==> config.mk <==
export PLATFORM = sky130hd
export DESIGN_NAME = xy_mod_ctrl
export DESIGN_NICKNAME = d
export VERILOG_FILES = /design/src/rtl/xy_mod_pkg.sv /design/src/rtl/xy_mod_divider.sv /design/src/rtl/xy_mod_ctrl.sv
export SDC_FILE = /design/constraint.sdc
export NUM_CORES = 1
export LEC_CHECK = 0
export ABC_AREA = 1
export BUFFER_PORTS_ARGS = -buffer_cell sky130_fd_sc_hd__buf_2
export CELL_PAD_IN_SITES_DETAIL_PLACEMENT = 2
export CELL_PAD_IN_SITES_GLOBAL_PLACEMENT = 2
export CORE_ASPECT_RATIO = 2
export CORE_MARGIN = 5
export CORE_UTILIZATION = 38
export CTS_BUF_LIST = sky130_fd_sc_hd__clkbuf_2
export DETAILED_ROUTE_END_ITERATION = 8
export PLACE_DENSITY_LB_ADDON = 0.1
export SYNTH_ARGS = -nofsm -noshare
export SYNTH_HDL_FRONTEND = slang
export SYNTH_HIERARCHICAL = 1
export SYNTH_SLANG_ARGS = --single-unit
==> constraint.sdc <==
create_clock -name CLK -period 7.1 [get_ports CLK]
set_input_delay 1.065 -clock CLK [delete_from_list [all_inputs] [get_ports CLK]]
set_output_delay 1.065 -clock CLK [all_outputs]
set_load 0.02 [all_outputs]
==> src/rtl/xy_mod_pkg.sv <==
// Shared types and constants for the X mod (X - Y) controller.
// Optional IRQ output is enabled with the XY_MOD_IRQ_EN macro (see xy_mod_ctrl).
package xy_mod_pkg;

    localparam int unsigned ADDR_W = 2;
    localparam int unsigned OUT_W  = 32;

    typedef enum logic [1:0] {
        IDLE = 2'd0,
        LOAD = 2'd1,
        DIV  = 2'd2,
        DONE = 2'd3
    } state_e;

    localparam logic [ADDR_W-1:0] ADDR_X       = 2'd0;
    localparam logic [ADDR_W-1:0] ADDR_Y       = 2'd1;
    localparam logic [ADDR_W-1:0] ADDR_RES_CMD = 2'd2;
    localparam logic [ADDR_W-1:0] ADDR_STATUS  = 2'd3;

    localparam int unsigned STAT_BUSY = 0;
    localparam int unsigned STAT_DONE = 1;
    localparam int unsigned STAT_ERR  = 2;

    // Assemble the STATUS read word; unused upper bits read as zero.
    function automatic logic [OUT_W-1:0] pack_status(input logic busy,
                                                     input logic done,
                                                     input logic err);
        logic [OUT_W-1:0] s;
        s            = '0;
        s[STAT_BUSY] = busy;
        s[STAT_DONE] = done;
        s[STAT_ERR]  = err;
        return s;
    endfunction

endpackage

==> src/rtl/xy_mod_divider.sv <==
// Iterative restoring divider: one MSB-first shift-subtract step per cycle,
// WIDTH steps per operation, remainder output only.
module xy_mod_divider #(
    parameter int unsigned WIDTH = 16
) (
    input  logic             clk_i,
    input  logic             rst_i,
    input  logic             start_i,
    input  logic [WIDTH-1:0] dividend_i,
    input  logic [WIDTH-1:0] divisor_i,
    output logic             busy_o,
    output logic             valid_o,
    output logic [WIDTH-1:0] remainder_o
);

    localparam int unsigned CNT_W = $clog2(WIDTH + 1);

    logic [WIDTH-1:0] rem_q, rem_d;
    logic [WIDTH-1:0] quo_q, quo_d;
    logic [WIDTH-1:0] div_q;
    logic [CNT_W-1:0] cnt_q;
    logic             busy_q;
    logic             valid_q;
    logic [WIDTH:0]   part_c;

    // One restoring step: shift in next dividend bit, subtract if it fits.
    always_comb begin
        part_c = {rem_q, quo_q[WIDTH-1]};
        rem_d  = part_c[WIDTH-1:0];
        quo_d  = {quo_q[WIDTH-2:0], 1'b0};
        if (part_c >= {1'b0, div_q}) begin
            rem_d = WIDTH'(part_c - {1'b0, div_q});
            quo_d = {quo_q[WIDTH-2:0], 1'b1};
        end
    end

    // Operand load on start, then WIDTH steps; valid pulses after the last one.
    always_ff @(posedge clk_i) begin
        if (rst_i) begin
            rem_q   <= '0;
            quo_q   <= '0;
            div_q   <= '0;
            cnt_q   <= '0;
            busy_q  <= 1'b0;
            valid_q <= 1'b0;
        end else begin
            valid_q <= 1'b0;
            if (start_i) begin
                rem_q  <= '0;
                quo_q  <= dividend_i;
                div_q  <= divisor_i;
                cnt_q  <= CNT_W'(WIDTH);
                busy_q <= 1'b1;
            end else if (busy_q) begin
                rem_q <= rem_d;
                quo_q <= quo_d;
                cnt_q <= cnt_q - CNT_W'(1);
                if (cnt_q == CNT_W'(1)) begin
                    busy_q  <= 1'b0;
                    valid_q <= 1'b1;
                end
            end
        end
    end

    assign busy_o      = busy_q;
    assign valid_o     = valid_q;
    assign remainder_o = rem_q;

endmodule

==> src/rtl/xy_mod_ctrl.sv <==
// Register-mapped controller computing RESULT = X mod ((X - Y) mod 2^WIDTH).
// Define XY_MOD_IRQ_EN to add a one-cycle IRQ pulse when DONE becomes set.
module xy_mod_ctrl
    import xy_mod_pkg::*;
#(
    parameter int unsigned WIDTH = 16
) (
    input  logic              CLK,
    input  logic              RST,
    input  logic              E,
    input  logic              W,
    input  logic              R,
    input  logic [ADDR_W-1:0] ADDR,
    input  logic [WIDTH-1:0]  D,
    output logic [OUT_W-1:0]  OUT
`ifdef XY_MOD_IRQ_EN
    ,
    output logic              IRQ
`endif
);

    state_e           state_q, state_d;
    logic [WIDTH-1:0] x_q, y_q, result_q, divisor_q;
    logic [WIDTH-1:0] diff_c, div_rem;
    logic [OUT_W-1:0] out_q, rd_data_c;
    logic             done_q, err_q;
    logic             busy_c, wr_ok_c, start_c, zero_div_c;
    logic             div_start_c, enter_done_c;
    logic             div_busy, div_valid;

    assign busy_c     = (state_q != IDLE);
    assign diff_c     = x_q - y_q;
    assign wr_ok_c    = E & W & ~busy_c;
    assign start_c    = wr_ok_c & (ADDR == ADDR_RES_CMD) & D[0];
    assign zero_div_c = (divisor_q == '0);

    // The divider is launched with the accepted command so its WIDTH steps
    // overlap LOAD and DIV; a zero divisor never starts it and is caught in DIV.
    xy_mod_divider #(.WIDTH(WIDTH)) u_div (
        .clk_i       (CLK),
        .rst_i       (RST),
        .start_i     (div_start_c),
        .dividend_i  (x_q),
        .divisor_i   (diff_c),
        .busy_o      (div_busy),
        .valid_o     (div_valid),
        .remainder_o (div_rem)
    );

    // State register.
    always_ff @(posedge CLK) begin
        if (RST) state_q <= IDLE;
        else     state_q <= state_d;
    end

    // Next-state and control strobes.
    always_comb begin
        state_d      = state_q;
        div_start_c  = 1'b0;
        enter_done_c = 1'b0;
        case (state_q)
            IDLE: begin
                if (start_c) begin
                    state_d     = LOAD;
                    div_start_c = (diff_c != '0);
                end
            end
            LOAD: state_d = DIV;
            DIV: begin
                if (zero_div_c || (div_valid && !div_busy)) begin
                    state_d      = DONE;
                    enter_done_c = 1'b1;
                end
            end
            DONE:    state_d = IDLE;
            default: state_d = IDLE;
        endcase
    end

    // Read mux over pre-edge register values.
    always_comb begin
        rd_data_c = '0;
        case (ADDR)
            ADDR_X:       rd_data_c = OUT_W'(x_q);
            ADDR_Y:       rd_data_c = OUT_W'(y_q);
            ADDR_RES_CMD: rd_data_c = OUT_W'(result_q);
            ADDR_STATUS:  rd_data_c = pack_status(busy_c, done_q, err_q);
            default:      rd_data_c = '0;
        endcase
    end

    // Operand, result, sticky flag and read-data registers.
    always_ff @(posedge CLK) begin
        if (RST) begin
            x_q       <= '0;
            y_q       <= '0;
            result_q  <= '0;
            divisor_q <= '0;
            done_q    <= 1'b0;
            err_q     <= 1'b0;
            out_q     <= '0;
        end else begin
            if (wr_ok_c && (ADDR == ADDR_X)) x_q <= D;
            if (wr_ok_c && (ADDR == ADDR_Y)) y_q <= D;
            if (start_c) begin
                done_q <= 1'b0;
                err_q  <= 1'b0;
            end
            if (state_q == LOAD) divisor_q <= diff_c;
            if (enter_done_c) begin
                done_q   <= 1'b1;
                err_q    <= zero_div_c;
                result_q <= zero_div_c ? '0 : div_rem;
            end
            if (E && R) out_q <= rd_data_c;
        end
    end

    assign OUT = out_q;

`ifdef XY_MOD_IRQ_EN
    logic irq_q;

    // One-cycle pulse coincident with DONE being set.
    always_ff @(posedge CLK) begin
        if (RST) irq_q <= 1'b0;
        else     irq_q <= enter_done_c;
    end

    assign IRQ = irq_q;
`endif

endmodule

; Word-level counts from Yosys, hierarchy flattened
; Cells that the tools add are included.
[totals]
regBits = 155
latchBits = 0
mem_bits_rw = 0
romBits = 0
input_bits = 23
output_inout_bits = 32
word_cells = 72
n_memories = 0
[op_classes]
add_sub_neg = 3
n_mul = 0
div = 0
order_cmp = 1
n_eq_ne = 9
n_shift = 0
n_mux = 22
n_bitwise = 6
n_reduce_logical = 16
[op_table]
columns = op, n
row1 = one-hot mux 32 bit (4 select lines), 1
row2 = 2-to-1 mux 16 bit, 4
row3 = subtractor 16 bit, 2
row4 = greater-or-equal comparator 17 x 16 -> 1 bit, 1
row5 = logical NOT 16 bit, 1
row6 = nonzero test 16 bit, 1
row7 = 2-to-1 mux 1 bit, 12
row8 = 2-to-1 mux 5 bit, 2
row9 = "equality test 2 bit, second input constant", 4
row10 = one-hot mux 2 bit (4 select lines), 1
row11 = nonzero test 2 bit, 3
row12 = "equality test 5 x 1 -> 1 bit, second input constant", 1
row13 = "subtractor 5 x 1 -> 5 bit, second input constant", 1
row14 = AND 1 bit, 4
row15 = "equality test 2 x 1 -> 1 bit, second input constant", 2
row16 = logical AND 1 bit, 4
row17 = logical NOT 2 bit, 2
row18 = 2-to-1 mux 2 bit, 2
row19 = "inequality test 2 bit, second input constant", 2
row20 = OR reduction 3 bit, 1
row21 = inverter 1 bit, 2
row22 = AND reduction 2 bit, 1
row23 = OR reduction 2 bit, 1
row24 = logical NOT 1 bit, 1
row25 = logical OR 1 bit, 1

; Logic depth before layout (Yosys ltp)
; Gate-level depths: netlist (run 1).
[logic_depth]
depth_word = 8
mapped_depth = 22
depth_no_buf = 21

; Modules after synthesis
; The synthesis (run 1) kept the hierarchy.
[modules_own_cells]
columns = module, instances, cells_each, area_per_inst_um2, seq_area_each_um2
row1 = xy_mod_ctrl, 1, 677, 4598.2, 1681.6
row2 = xy_mod_divider, 1, 493, 3430.8, 1101.1

; Worst setup path before layout (run 1)
; OpenSTA, ideal clock, no wires.
[synth_timing]
path_kind = register -> register
startpoint = reg x_q[0]
endpoint = reg u_div.quo_q[10]
setup_time_ns = 0.118
arrival_time_ns = 2.629
required_ns = 6.982
path_slack_ns = 4.354
path_stages_with_launch = 22
n_path_buf = 2
synth_period_minus_slack_ns = 2.746
path_cell_list = dfxtp_1 inv_1 ha_1 fa_1 inv_1 nand2_1 nand2_1 nand3_1 nand2_1 nand3_1 nand2_1 nand2_1 nand2_1 nand3_1 nor2_1 nor2_1 clkbuf_1 nor2_1 inv_1 clkbuf_1 o221ai_1 nor2_1
[synth_between]
elab_chain_len = 5
elab_cells_between_ends = 6
classes_between = 1 x add/sub / 3 x mux / 2 x reduce/logical
[synth_lines]
columns = item, line_no
row1 = from (decl), xy_mod_ctrl.sv:23  ; logic [WIDTH-1:0] x_q, y_q, result_q, divisor_q;
row2 = from (signal assigned), xy_mod_ctrl.sv:95  ; x_q <= '0;
row3 = from (signal assigned), xy_mod_ctrl.sv:103  ; if (wr_ok_c && (ADDR == ADDR_X)) x_q <= D;
row4 = subtractor 16 bit (*), xy_mod_ctrl.sv:32  ; assign diff_c = x_q - y_q;
row5 = nonzero test 16 bit (*), xy_mod_ctrl.sv:65  ; div_start_c = (diff_c != '0);
row6 = 2-to-1 mux 1 bit (*), xy_mod_ctrl.sv:63  ; if (start_c) begin
row7 = 2-to-1 mux 1 bit (*), xy_mod_ctrl.sv:61  ; case (state_q)
row8 = via div_start_c, xy_mod_ctrl.sv:28  ; logic div_start_c, enter_done_c;
row9 = 2-to-1 mux 16 bit or nonzero test 2 bit (tied branches), -
row10 = to (signal assigned), xy_mod_divider.sv:50  ; quo_q <= dividend_i;
row11 = to (signal assigned), xy_mod_divider.sv:56  ; quo_q <= quo_d;
row12 = to (decl), xy_mod_divider.sv:19  ; logic [WIDTH-1:0] quo_q, quo_d;
; The timed path passes the listed nets; every way through them passes the cells marked *.
; A chain may end at the register's enable or synchronous reset.

; Final worst setup path (run 1)
[layout_timing]
startpoint = reg x_q[0]
endpoint = reg u_div.div_q[13]
[layout_between]
elab_chain_len = 4
[layout_lines]
columns = item, line_no
row1 = subtractor 16 bit, xy_mod_ctrl.sv:32
row2 = nonzero test 16 bit, xy_mod_ctrl.sv:65
row3 = 2-to-1 mux 1 bit, xy_mod_ctrl.sv:63
row4 = 2-to-1 mux 1 bit, xy_mod_ctrl.sv:61
row5 = via div_start_c, xy_mod_ctrl.sv:28
row6 = to (signal assigned), xy_mod_divider.sv:51  ; div_q <= divisor_i;
row7 = to (decl), xy_mod_divider.sv:20  ; logic [WIDTH-1:0] div_q;
; The timed path passes the listed nets, and every way through them passes these cells.

==> results.json, run 1 <==
{
  "placed_cell_area_mm2": 0.00829,
  "syn_inst": 1170,
  "timing.critical_path.to_type": "register",
  "synth_seq_cells": 139,
  "std_cell_rows": 75,
  "startpoint_type": "register",
  "post-route-min-period_ns": 3.57,
  "synth_most_common_cell": "sky130_fd_sc_hd__nand2_1",
  "wl_um": 31100,
  "drc": 0,
  "placed_cells": 1435,
  "ys_async_sr_fraction_pct": 0,
  "cts-root-to-sink-buffers": 2,
  "clkSlewWorstSetupHoldPaths_ns": 0.22,
  "wire_length_of_the_first_global_routing_pass_um": 47800,
  "cap_violations": 0,
  "worstSetupPathType": "reg -> reg",
  "tritoncts": "yes",
  "placeableCoreArea_mm2": 0.0209,
  "initial_utilization_pct": 38.4,
  "synth_ff_type": "sky130_fd_sc_hd__dfxtp_1",
  "place_worst_setup_slack_ns": 3.58,
  "run_status": "completed",
  "fin_crit_sh_pct": 50.3,
  "vias": 7893,
  "yosys.area.top_type": "sky130_fd_sc_hd__dfxtp_1",
  "post_cts.repair.setup_buffers": 0,
  "postCtsHoldBufs": 0,
  "timing.reg2reg.worst_path_depth": 18,
  "rsz_0062_raised_after_global_routing": "no",
  "fmax_ghz": 0.280,
  "synth_seq_area_share_pct": 34.7,
  "finalHoldViolations": 0,
  "track_usage_pct": 25.7,
  "arrival_ns": 4.25,
  "synth_edf_count": 0,
  "routed_wire_length_per_instance_um": 21.2,
  "grt_antenna_before_repair": 2,
  "synth.top_cell.area_share_pct": 34.7,
  "nFillCells": 2663,
  "syn_to_final_growth_pct": 6.17,
  "cts_root_buffer": "sky130_fd_sc_hd__clkbuf_2",
  "post_synth_main_area_contributors": "sky130_fd_sc_hd__dfxtp_1 35%, sky130_fd_sc_hd__nand2_1 12%, sky130_fd_sc_hd__inv_1 7.6%",
  "cts_sinks": 139,
  "slew_viol_final": 0,
  "clk_latency_ns": 0.76,
  "postLayoutCellArea_mm2": 0.00852,
  "power.leakage_nw": 3.99,
  "pin_count_of_the_biggest_net_entering_global_routing": 52,
  "whs_path_depth": 2,
  "dp_hpwl_um": 25200,
  "drt_iter0_markers": 246,
  "timing_worst_slew_pin_value_ns": 0.889,
  "post_cts.resized_instances": 0,
  "via_per_inst": 5.38,
  "vdd.ir_drop.worst_mv": 0.121,
  "synth.distinct_cells": 47,
  "ratio_of_cells_with_drive_above_1_in_the_final_layout_pct": 11.9,
  "ys_top_cells_by_count": "252 x sky130_fd_sc_hd__nand2_1, 162 x sky130_fd_sc_hd__inv_1, 139 x sky130_fd_sc_hd__dfxtp_1",
  "max_slew_headroom_pct": 40.7,
  "syn_area_mm2": 0.00803,
  "antenna_violating_nets_post_route": 0,
  "fp.dieW_um": 113,
  "power_density_mw_per_mm2": 276,
  "first_global_vias": 8675,
  "final_nets": 1246,
  "timing.setup.tns_ns": 0,
  "numCtsBuffers": 17,
  "global_route.overflow_total": 0,
  "ioPinCount": 55,
  "layout_setup_ws_ns": 3.53,
  "die_h_um": 216,
  "syn_area_per_cell_um2": 6.86,
  "buffer_ports.inserted": 38,
  "worst-path-max-fanout": 46,
  "worst-endpoint-required_ns": 7.78,
  "clock_tree.htree_level_count": 4,
  "die-area_mm2": 0.0243,
  "finalNonFillerCells": 1468,
  "worstHoldPathType": "reg -> reg",
  "detail_route.first_pass.iterations": 4,
  "clock-skew-final_ns": 0.0472,
  "yosysWarnings": 6,
  "setup_viol": 0,
  "postLayoutCoreUtil_pct": 40.7,
  "place.gp.congestion": 0.843
}
==> stage by stage <==
stage | power [mW] | hold slack (ns)
3_5_place_dp | 1.89 | 0.457
4_1_cts | 2.39 | 0.442
5_1_grt | 2.52 | 0.479
3_3_place_gp | 1.85 | 0.444
2_1_floorplan | 1.63 | 0.431
6_report | 2.35 | 0.477
==> worst max-delay path: stages, from the launching register on <==
cell and delay (ns):
sky130_fd_sc_hd__dfxtp_1 0.40, sky130_fd_sc_hd__inv_1 0.06, sky130_fd_sc_hd__ha_1 0.22, sky130_fd_sc_hd__fa_1 0.39, sky130_fd_sc_hd__inv_1 0.11, sky130_fd_sc_hd__nand3_1 0.10
sky130_fd_sc_hd__nand2_1 0.15, sky130_fd_sc_hd__nand2_1 0.09, sky130_fd_sc_hd__nand2_1 0.07, sky130_fd_sc_hd__nand2_1 0.04, sky130_fd_sc_hd__nand2_1 0.09, sky130_fd_sc_hd__nand2_1 0.06
sky130_fd_sc_hd__nor2_1 0.11, sky130_fd_sc_hd__nand3_1 0.12, sky130_fd_sc_hd__nor2_1 0.22, sky130_fd_sc_hd__nor2_1 0.19, sky130_fd_sc_hd__inv_2 0.59, sky130_fd_sc_hd__o21ai_0 0.26
sky130_fd_sc_hd__a21oi_1 0.19
==> power by group <==
part | switching (mW) | internal [mW]
clock network | 0.324 | 0.167
logic | 0.680 | 0.284
registers | 0.0493 | 0.851
==> worst paths after layout <==
kind	startpoint	endpoint	slack, ns
worst max-delay path	x_q[0]	u_div/div_q[13]	3.53
worst min-delay path	u_div/quo_q[14]	u_div/quo_q[14]	0.48
worst max register to register	x_q[0]	u_div/div_q[13]	3.53
worst min register to register	u_div/quo_q[14]	u_div/quo_q[14]	0.48
==> cell usage in the layout (no fill, tap or decap), types with 2 or more instances in the layout <==
cell type                    instances
sky130_fd_sc_hd__nand2_1           252
sky130_fd_sc_hd__inv_1             162
sky130_fd_sc_hd__dfxtp_1           139
sky130_fd_sc_hd__nor2_1            115
sky130_fd_sc_hd__a21oi_1            91
sky130_fd_sc_hd__o21ai_0            80
sky130_fd_sc_hd__nand3_1            67
sky130_fd_sc_hd__buf_2              38
sky130_fd_sc_hd__ha_1               36
sky130_fd_sc_hd__nand2_2            23
sky130_fd_sc_hd__nand3b_1           23
sky130_fd_sc_hd__clkbuf_2           19
sky130_fd_sc_hd__conb_1             16
sky130_fd_sc_hd__o221ai_1           13
sky130_fd_sc_hd__nand3_2            11
sky130_fd_sc_hd__a21oi_2            11
sky130_fd_sc_hd__a41oi_1             9
sky130_fd_sc_hd__nor2_2              8
sky130_fd_sc_hd__nand4_1             8
sky130_fd_sc_hd__a31oi_1             8
sky130_fd_sc_hd__inv_2               6
sky130_fd_sc_hd__nor3_1              6
sky130_fd_sc_hd__xnor2_1             5
sky130_fd_sc_hd__inv_6               4
sky130_fd_sc_hd__and3_1              3
sky130_fd_sc_hd__xor2_1              3
sky130_fd_sc_hd__clkinv_2            3
sky130_fd_sc_hd__o211ai_1            3
sky130_fd_sc_hd__clkinv_1            3
sky130_fd_sc_hd__o21ai_1             3
sky130_fd_sc_hd__nor2_4              3
sky130_fd_sc_hd__a211oi_1            3
sky130_fd_sc_hd__clkinvlp_4          3
sky130_fd_sc_hd__buf_4               3
sky130_fd_sc_hd__or2_0               2
sky130_fd_sc_hd__fa_1                2
sky130_fd_sc_hd__bufinv_16           2
sky130_fd_sc_hd__and2_1              2
==> logic make-up after synthesis <==
family | count (synthesis) | synth area share [%]
and+or+nand+nor | 527 | 29.7
buffers and inverters | 231 | 12.3
AOI/OAI and AO/OA | 225 | 16.1
DFF | 139 | 34.7
adders and majority gates | 38 | 6.11
xor gates and xnor gates | 9 | 1.08
other | 1 | 0.0467
==> registers in the layout (all words and copies together) (netlist names) <==
signal	count
u_div/valid_o	1
u_div/div_q	16
done_q	1
y_q	16
result_q	16
state_q	2
u_div/remainder_o	16
divisor_q	16
err_q	1
OUT	16
u_div/quo_q	16
x_q	16
u_div/busy_o	1
u_div/cnt_q	5
==> area by class of cell <==
cell class              count  area [um^2]  area share [%]
multi-input cells         815         4310            50.6
flip-flops and latches    139         2780            32.6
inverters                 171          643            7.54
well taps                 269          337            3.95
repair buffers             41          213            2.50
clock inverters            13          140            1.64
clock buffers              19         95.1            1.12
diodes                      1         2.50          0.0294
==> layer usage <==
| metal | wire (um) | track usage, % | vias up | part of all wire (%) |
|---|---|---|---|---|
| met5 | 18 | 0 | - | 0.058 |
| met4 | 2640 | 19.6 | 2 | 8.5 |
| met1 | 10200 | 22.6 | 3890 | 33 |
| met3 | 585 | 3.08 | 86 | 1.9 |
| li1 | - | - | 3772 | - |
| met2 | 17600 | 50.6 | 143 | 57 |
No activity file was read; power rests on OpenSTA's default activity.
==> run 2, diff against run 1 <==
--- a/config.mk
+++ b/config.mk
@@ -5,7 +5,7 @@
 export SDC_FILE = /design/constraint.sdc
 export NUM_CORES = 1
 export LEC_CHECK = 0
-export ABC_AREA = 1
+export ABC_AREA = 0
 export BUFFER_PORTS_ARGS = -buffer_cell sky130_fd_sc_hd__buf_2
 export CELL_PAD_IN_SITES_DETAIL_PLACEMENT = 2
 export CELL_PAD_IN_SITES_GLOBAL_PLACEMENT = 2
==> constraint.sdc (replaced) <==
create_clock -name CLK -period 3.36 [get_ports CLK]
set_input_delay 0.504 -clock CLK [delete_from_list [all_inputs] [get_ports CLK]]
set_output_delay 0.504 -clock CLK [all_outputs]
set_load 0.02 [all_outputs]
==> run 2 against run 1 <==
The run now ends with negative setup slack left. Cell count fell by 10%. Sequential share of layout area fell by 2.2 points. Critical path depth fell by 4. Core utilization rose by 6.5 points. Critical endpoint is now u_div/remainder_o[9]. Largest cell class unchanged. Power rose by 92%. Clock skew fell by 0.0088 ns.
==> results.json, run 2 <==
{
  "fp.dieW_um": 109,
  "timing.setup.tns_ns": -34.01,
  "worstSetupPathType": "reg -> reg",
  "buffer_ports.inserted": 38,
  "cts_sinks": 139,
  "power.leakage_nw": 3.68,
  "synth_seq_area_share_pct": 37.2,
  "wire_length_of_the_first_global_routing_pass_um": 44900,
  "cts-root-to-sink-buffers": 2,
  "synth_seq_cells": 139,
  "via_per_inst": 5.50,
  "drt_iter0_markers": 284,
  "ratio_of_cells_with_drive_above_1_in_the_final_layout_pct": 20.3,
  "finalHoldViolations": 0,
  "initial_utilization_pct": 38.6,
  "std_cell_rows": 72,
  "worst-path-max-fanout": 6,
  "timing.critical_path.to_type": "register",
  "cp.buffers_inverters": 1,
  "startpoint_type": "register",
  "die-area_mm2": 0.0228,
  "rsz_0062_raised_after_global_routing": "yes",
  "max_slew_headroom_pct": 25.7,
  "layout_setup_ws_ns": -0.747,
  "drc": 0,
  "post_synth_main_area_contributors": "sky130_fd_sc_hd__dfxtp_1 37%, sky130_fd_sc_hd__mux2i_1 8.0%, sky130_fd_sc_hd__nor2_1 6.2%",
  "placeableCoreArea_mm2": 0.0194,
  "whs_path_depth": 2,
  "ioPinCount": 55,
  "setup_viol": 55,
  "synth_ff_type": "sky130_fd_sc_hd__dfxtp_1",
  "die_h_um": 208,
  "vdd.ir_drop.worst_mv": 0.306,
  "cpLargestDelayFamily": "simple AND/OR/NAND/NOR gates",
  "final_nets": 1106,
  "syn_to_final_growth_pct": 22.2,
  "cap_violations": 0,
  "detail_route.first_pass.iterations": 5,
  "clock_tree.htree_level_count": 4,
  "hold_start": "RST",
  "cts_root_buffer": "sky130_fd_sc_hd__clkbuf_2",
  "timing_worst_slew_pin_value_ns": 1.11,
  "ff2ff_setup_slack_ns": -0.75,
  "track_usage_pct": 25.5,
  "synth.distinct_cells": 71,
  "violations": "negative setup slack",
  "numCtsBuffers": 17,
  "post-route-min-period_ns": 4.11,
  "worstHoldPathType": "in -> reg",
  "fmax_ghz": 0.243,
  "syn_inst": 926,
  "nFillCells": 2174,
  "finalNonFillerCells": 1318,
  "cpMaxStageDelayCell": "sky130_fd_sc_hd__or4_4",
  "syn_area_per_cell_um2": 8.08,
  "place_worst_setup_slack_ns": -0.789,
  "arrival_ns": 4.80,
  "placed_cells": 1253,
  "path_common_cell": "sky130_fd_sc_hd__or4_4",
  "ys_async_sr_fraction_pct": 0,
  "routed_wire_length_per_instance_um": 22.4,
  "tritoncts": "yes",
  "yosysWarnings": 6,
  "first_global_vias": 8281,
  "fin_crit_sh_pct": 122,
  "timing.reg2reg.worst_path_depth": 14,
  "syn_area_mm2": 0.00748,
  "worstHoldEndpoint": "x_q[5]",
  "leading_cell_types_in_the_layout_fill_and_taps_excluded": "137 x sky130_fd_sc_hd__dfxtp_1, 118 x sky130_fd_sc_hd__nor2_1, 116 x sky130_fd_sc_hd__nand2_1",
  "wl_um": 29600,
  "synth_most_common_cell": "sky130_fd_sc_hd__dfxtp_1",
  "worst-endpoint-required_ns": 4.05,
  "layout_commonest_cell": "sky130_fd_sc_hd__dfxtp_1",
  "rr_startpoint": "x_q[1]",
  "dp_hpwl_um": 21200,
  "global_route.overflow_total": 0,
  "synth.top_cell.area_share_pct": 37.2,
  "power_density_mw_per_mm2": 495,
  "synth_edf_count": 0,
  "yosys.area.top_type": "sky130_fd_sc_hd__dfxtp_1",
  "slew_viol_final": 0,
  "clkSlewWorstSetupHoldPaths_ns": 0.26,
  "pin_count_of_the_biggest_net_entering_global_routing": 65,
  "clock-skew-final_ns": 0.0384,
  "run_status": "complete, but fails checks",
  "grt_antenna_before_repair": 1,
  "ys_top_cells_by_count": "139 x sky130_fd_sc_hd__dfxtp_1, 124 x sky130_fd_sc_hd__nor2_1, 117 x sky130_fd_sc_hd__nand2_1",
  "crit_path_cell_trace": "inv_1 -> fa_2 -> nor2b_4 -> o21a_1 -> nor2_2 -> xnor2_2 -> or4_4 -> or4_4 -> or4b_4 -> o31a_4 -> or2_4 -> nor3b_4 -> a41oi_2 -> o31ai_2",
  "place.gp.congestion": 0.828,
  "r2r-end": "u_div/remainder_o[9]",
  "clk_latency_ns": 0.76,
  "vias": 7244,
  "critPathMaxStageDelay_ns": 0.54,
  "antenna_violating_nets_post_route": 0
}
==> run 2: cell types whose count changed in the layout (fill, tap and decap cells not counted), moves of 10 or more <==
cell,before,now
sky130_fd_sc_hd__a211oi_1,3,21
sky130_fd_sc_hd__nand2_2,23,2
sky130_fd_sc_hd__o21ai_0,80,21
sky130_fd_sc_hd__nand3_2,11,1
sky130_fd_sc_hd__nand3b_1,23,3
sky130_fd_sc_hd__dlygate4sd3_1,0,16
sky130_fd_sc_hd__o221ai_1,13,0
sky130_fd_sc_hd__inv_1,162,49
sky130_fd_sc_hd__nand2_1,252,116
sky130_fd_sc_hd__mux2i_1,0,59
sky130_fd_sc_hd__a21oi_2,11,1
sky130_fd_sc_hd__nand3_1,67,23
sky130_fd_sc_hd__buf_4,3,89
sky130_fd_sc_hd__nor3_1,6,19
==> run 2: per-layer routing <==
metal	global-route usage [%]	routed length [um]	share of wire, %	up-vias
met5	0	0	0	-
met4	8.57	1010	3.4	0
met3	3.60	575	1.9	68
met2	51.9	17700	60	131
met1	25.0	10300	35	3642
li1	-	-	-	3403
==> run 2: how the worst max path moves through the flow <==
stage                     startpoint                     to  slack [ns]  cells after the start
after global routing          x_q[1]   u_div/remainder_o[9]       -0.83                     14
after detailed placement      x_q[0]  u_div/remainder_o[11]       -0.79                     16
after floorplan               x_q[0]  u_div/remainder_o[13]       -0.46                     17
after CTS                     x_q[0]   u_div/remainder_o[9]       -0.62                     15
final                         x_q[1]   u_div/remainder_o[9]       -0.75                     14
after global placement        x_q[0]  u_div/remainder_o[11]       -0.53                     16
==> run 2: cell type report <==
cell class,instances,area (um^2),share of cell area [%]
Multi-Input combinational cell,684,4400,48.1
Sequential cell,139,2790,30.5
Inverter,51,191,2.09
Clock inverter,14,193,2.11
Antenna cell,1,2.50,0.0274
Clock buffer,18,90.1,0.985
Timing Repair Buffer,152,1160,12.7
Tap cell,259,324,3.55
==> run 2: worst reg2reg max path: cells and delay by family (launching register included) <==
family,cells,cell delay (ns)
AOI/OAI and AO/OA,4,0.69
buffers and inverters,1,0.12
adders and majority gates,1,0.44
DFF,1,0.47
xor gates and xnor gates,1,0.14
and+or+nand+nor,7,2.22
==> run 2: metrics by stage <==
step / cell area [um^2] / hold WS [ns] / total power, mW / utilization [%]
after floorplan: 7590 / 0.429 / 2.67 / -
after global placement: 8400 / 0.444 / 3.15 / 43.4
after detailed placement: 8400 / 0.458 / 3.23 / 43.4
after CTS: 8980 / 0.190 / 4.48 / 46.4
after global routing: 9140 / 0.233 / 4.72 / 47.2
final: 9140 / 0.270 / 4.52 / 47.2
==> run 2: repair_timing <==
item	in CTS	in global routing
setup endpoints to repair	55	55
resized for setup	16	21
pin swaps	3	3
hold endpoints to repair	32	0
setup buffers	10	4
gates cloned	0	2
hold buffers	16	0
==> run 2: report_power, final <==
part / leakage [nW] / switching, mW / total [mW] / internal [mW]
clock network: 0.162 / 0.715 / 1.21 / 0.495
registers: 1.13 / 0.0565 / 1.78 / 1.73
logic: 2.40 / 0.925 / 1.53 / 0.602
==> run 2: cells by family after synthesis <==
family	Yosys count	synth area share (%)
buffers and inverters	118	6.79
xor gates and xnor gates	24	2.81
adders and majority gates	38	6.56
DFF	139	37.2
other	1	0.0501
muxes	63	8.93
and+or+nand+nor	342	20.6
AOI/OAI and AO/OA	201	17.0
==> run 3, diff against run 2 <==
==> constraint.sdc (replaced) <==
create_clock -name CLK -period 4 [get_ports CLK]
set_input_delay 0.6 -clock CLK [delete_from_list [all_inputs] [get_ports CLK]]
set_output_delay 0.6 -clock CLK [all_outputs]
set_load 0.02 [all_outputs]
==> run 3 against run 2 <==
Combinational power is 25% lower. Hold slack got worse by 0.20 ns. Design area decreased by 7.3%. Clock skew increased by 0.014 ns. Die area unchanged. Sequential power fell by 16%. Count of clock-buffer cells in the layout stayed put. Cell count down 5.9%. The flow now finishes without violations. Power fell by 18%.
==> results.json, run 3 (synthesis results as in run 2) <==
{
  "run_status": "completed",
  "final_nets": 1029,
  "global_route.overflow_total": 0,
  "arrival_ns": 4.65,
  "wire_length_of_the_first_global_routing_pass_um": 41800,
  "pin_count_of_the_biggest_net_entering_global_routing": 75,
  "comb_power_share_pct": 30.5,
  "clkPwrFrac_pct": 29.1,
  "via_per_inst": 5.46,
  "fp.dieW_um": 109,
  "placed_cells": 1203,
  "timing.setup.tns_ns": 0,
  "rsz_0062_raised_after_global_routing": "yes",
  "area.sequential_mm2": 0.00279,
  "drc": 0,
  "std_cell_rows": 72,
  "clock-skew-final_ns": 0.0529,
  "max_slew_headroom_pct": 21.2,
  "cts_root_buffer": "sky130_fd_sc_hd__clkbuf_2",
  "cap_violations": 0,
  "fmax_ghz": 0.252,
  "worst-path-max-fanout": 4,
  "die-area_mm2": 0.0228,
  "power.leakage_nw": 3.30,
  "power.net_switching_mw": 1.32,
  "finalNonFillerCells": 1240,
  "sw_frac_of_total_pct": 35.3,
  "syn_to_final_growth_pct": 13.3,
  "numCtsBuffers": 17,
  "cts-root-to-sink-buffers": 2,
  "placeableCoreArea_mm2": 0.0194,
  "clk_latency_ns": 0.77,
  "clkSlewWorstSetupHoldPaths_ns": 0.23,
  "power_report.internal_total_mw": 2.41,
  "setup_viol": 0,
  "die_h_um": 208,
  "ioPinCount": 55,
  "post-route-min-period_ns": 3.97,
  "buffer_ports.inserted": 38,
  "detail_route.first_pass.iterations": 4,
  "worstSetupPathType": "reg -> reg",
  "startpoint_type": "register",
  "timing.critical_path.to_type": "register",
  "ratio_of_cells_with_drive_above_1_in_the_final_layout_pct": 14.6,
  "layout_commonest_cell": "sky130_fd_sc_hd__dfxtp_1",
  "worstHoldPathType": "in -> reg",
  "clock_tree.htree_level_count": 4,
  "worst-endpoint-required_ns": 4.68,
  "finalHoldViolations": 0,
  "dp_hpwl_um": 19800,
  "tritoncts": "yes",
  "vdd.ir_drop.worst_mv": 0.190,
  "initial_utilization_pct": 38.6,
  "nFillCells": 2216,
  "multiInputGateArea_mm2": 0.00436,
  "ff2ff_setup_slack_ns": 0.03,
  "vias": 6766,
  "wl_um": 25900,
  "track_usage_pct": 23.5,
  "antenna_violating_nets_post_route": 0,
  "power_density_mw_per_mm2": 440,
  "routed_wire_length_per_instance_um": 20.9,
  "timing_worst_slew_pin_value_ns": 1.18,
  "place_worst_setup_slack_ns": -0.158,
  "grt_antenna_before_repair": 1,
  "drt_iter0_markers": 198,
  "slew_viol_final": 0,
  "first_global_vias": 7697,
  "place.gp.congestion": 0.889,
  "leading_cell_types_in_the_layout_fill_and_taps_excluded": "137 x sky130_fd_sc_hd__dfxtp_1, 122 x sky130_fd_sc_hd__nor2_1, 117 x sky130_fd_sc_hd__nand2_1",
  "fin_crit_sh_pct": 99.3,
  "layout_setup_ws_ns": 0.0266,
  "pwr-share-seq_pct": 40.4,
  "cts_sinks": 139,
  "finalHoldWorstSlack_ns": 0.0700
}
[run 3: path summary, 6_finish.rpt]
| check | cells past startpoint | to | start |
|---|---|---|---|
| worst max-delay path | 15 | u_div/remainder_o[9] | x_q[0] |
| worst min-delay path | 3 | y_q[5] | D[5] |
| worst max register to register | 15 | u_div/remainder_o[9] | x_q[0] |
| worst min register to register | 2 | OUT[0] | OUT[0] |
[run 3: metal layers]
layer,track usage [%],vias up,part of all wire [%]
li1,-,3246,-
met1,24.1,3398,37
met2,46.5,81,58
met3,2.67,41,1.6
met4,8.74,0,2.9
met5,0,-,0
[run 3: final cells by class]
| type | count | share of cell area, % |
|---|---|---|
| antenna | 1 | 0.0295 |
| clock buffer | 18 | 1.06 |
| clock inverter | 13 | 2.64 |
| inverter | 51 | 2.26 |
| multi-input combinational | 684 | 51.5 |
| sequential | 139 | 32.9 |
| tap | 259 | 3.83 |
| timing repair buffer | 75 | 5.83 |
[run 3: power groups by stage]
| stage | clock network, mW | logic (mW) | registers, mW |
|---|---|---|---|
| final | 1.09 | 1.14 | 1.50 |
| after global placement | 0 | 1.05 | 1.53 |
| after global routing | 1.18 | 1.23 | 1.51 |
| after floorplan | 0 | 0.716 | 1.52 |
| after detailed placement | 0 | 1.09 | 1.53 |
| after CTS | 1.11 | 1.13 | 1.51 |
[run 3: per-stage QoR]
step	power, mW	util [%]	instance area (um^2)
detailed placement	2.63	41.2	7990
global route	3.92	43.7	8470
CTS	3.75	43.4	8400
global placement	2.57	41.2	7990
floorplan	2.23	-	7540
finish	3.73	43.7	8470
[run 3: timing repair]
| item | in CTS | in global routing |
|---|---|---|
| hold buffers | 2 | 0 |
| pin swaps | 5 | 6 |
| endpoints found under the hold margin | 2 | 0 |
| gates cloned | 0 | 0 |
| resized for setup | 19 | 11 |
| setup buffers | 0 | 3 |
| setup endpoints to repair | 34 | 49 |
[run 3: worst max-delay path, stage by stage, from the launching register on]
cell	delay (ns)
sky130_fd_sc_hd__dfxtp_2	0.39
sky130_fd_sc_hd__inv_2	0.05
sky130_fd_sc_hd__ha_4	0.16
sky130_fd_sc_hd__fa_2	0.42
sky130_fd_sc_hd__nor2b_4	0.16
sky130_fd_sc_hd__o21a_1	0.15
sky130_fd_sc_hd__nor2_2	0.05
sky130_fd_sc_hd__xnor2_2	0.13
sky130_fd_sc_hd__or4_4	0.52
sky130_fd_sc_hd__or4_4	0.42
sky130_fd_sc_hd__or4b_4	0.49
sky130_fd_sc_hd__o31a_4	0.33
sky130_fd_sc_hd__or2_4	0.28
sky130_fd_sc_hd__nor3b_2	0.17
sky130_fd_sc_hd__a41oi_1	0.08
sky130_fd_sc_hd__o31ai_1	0.12
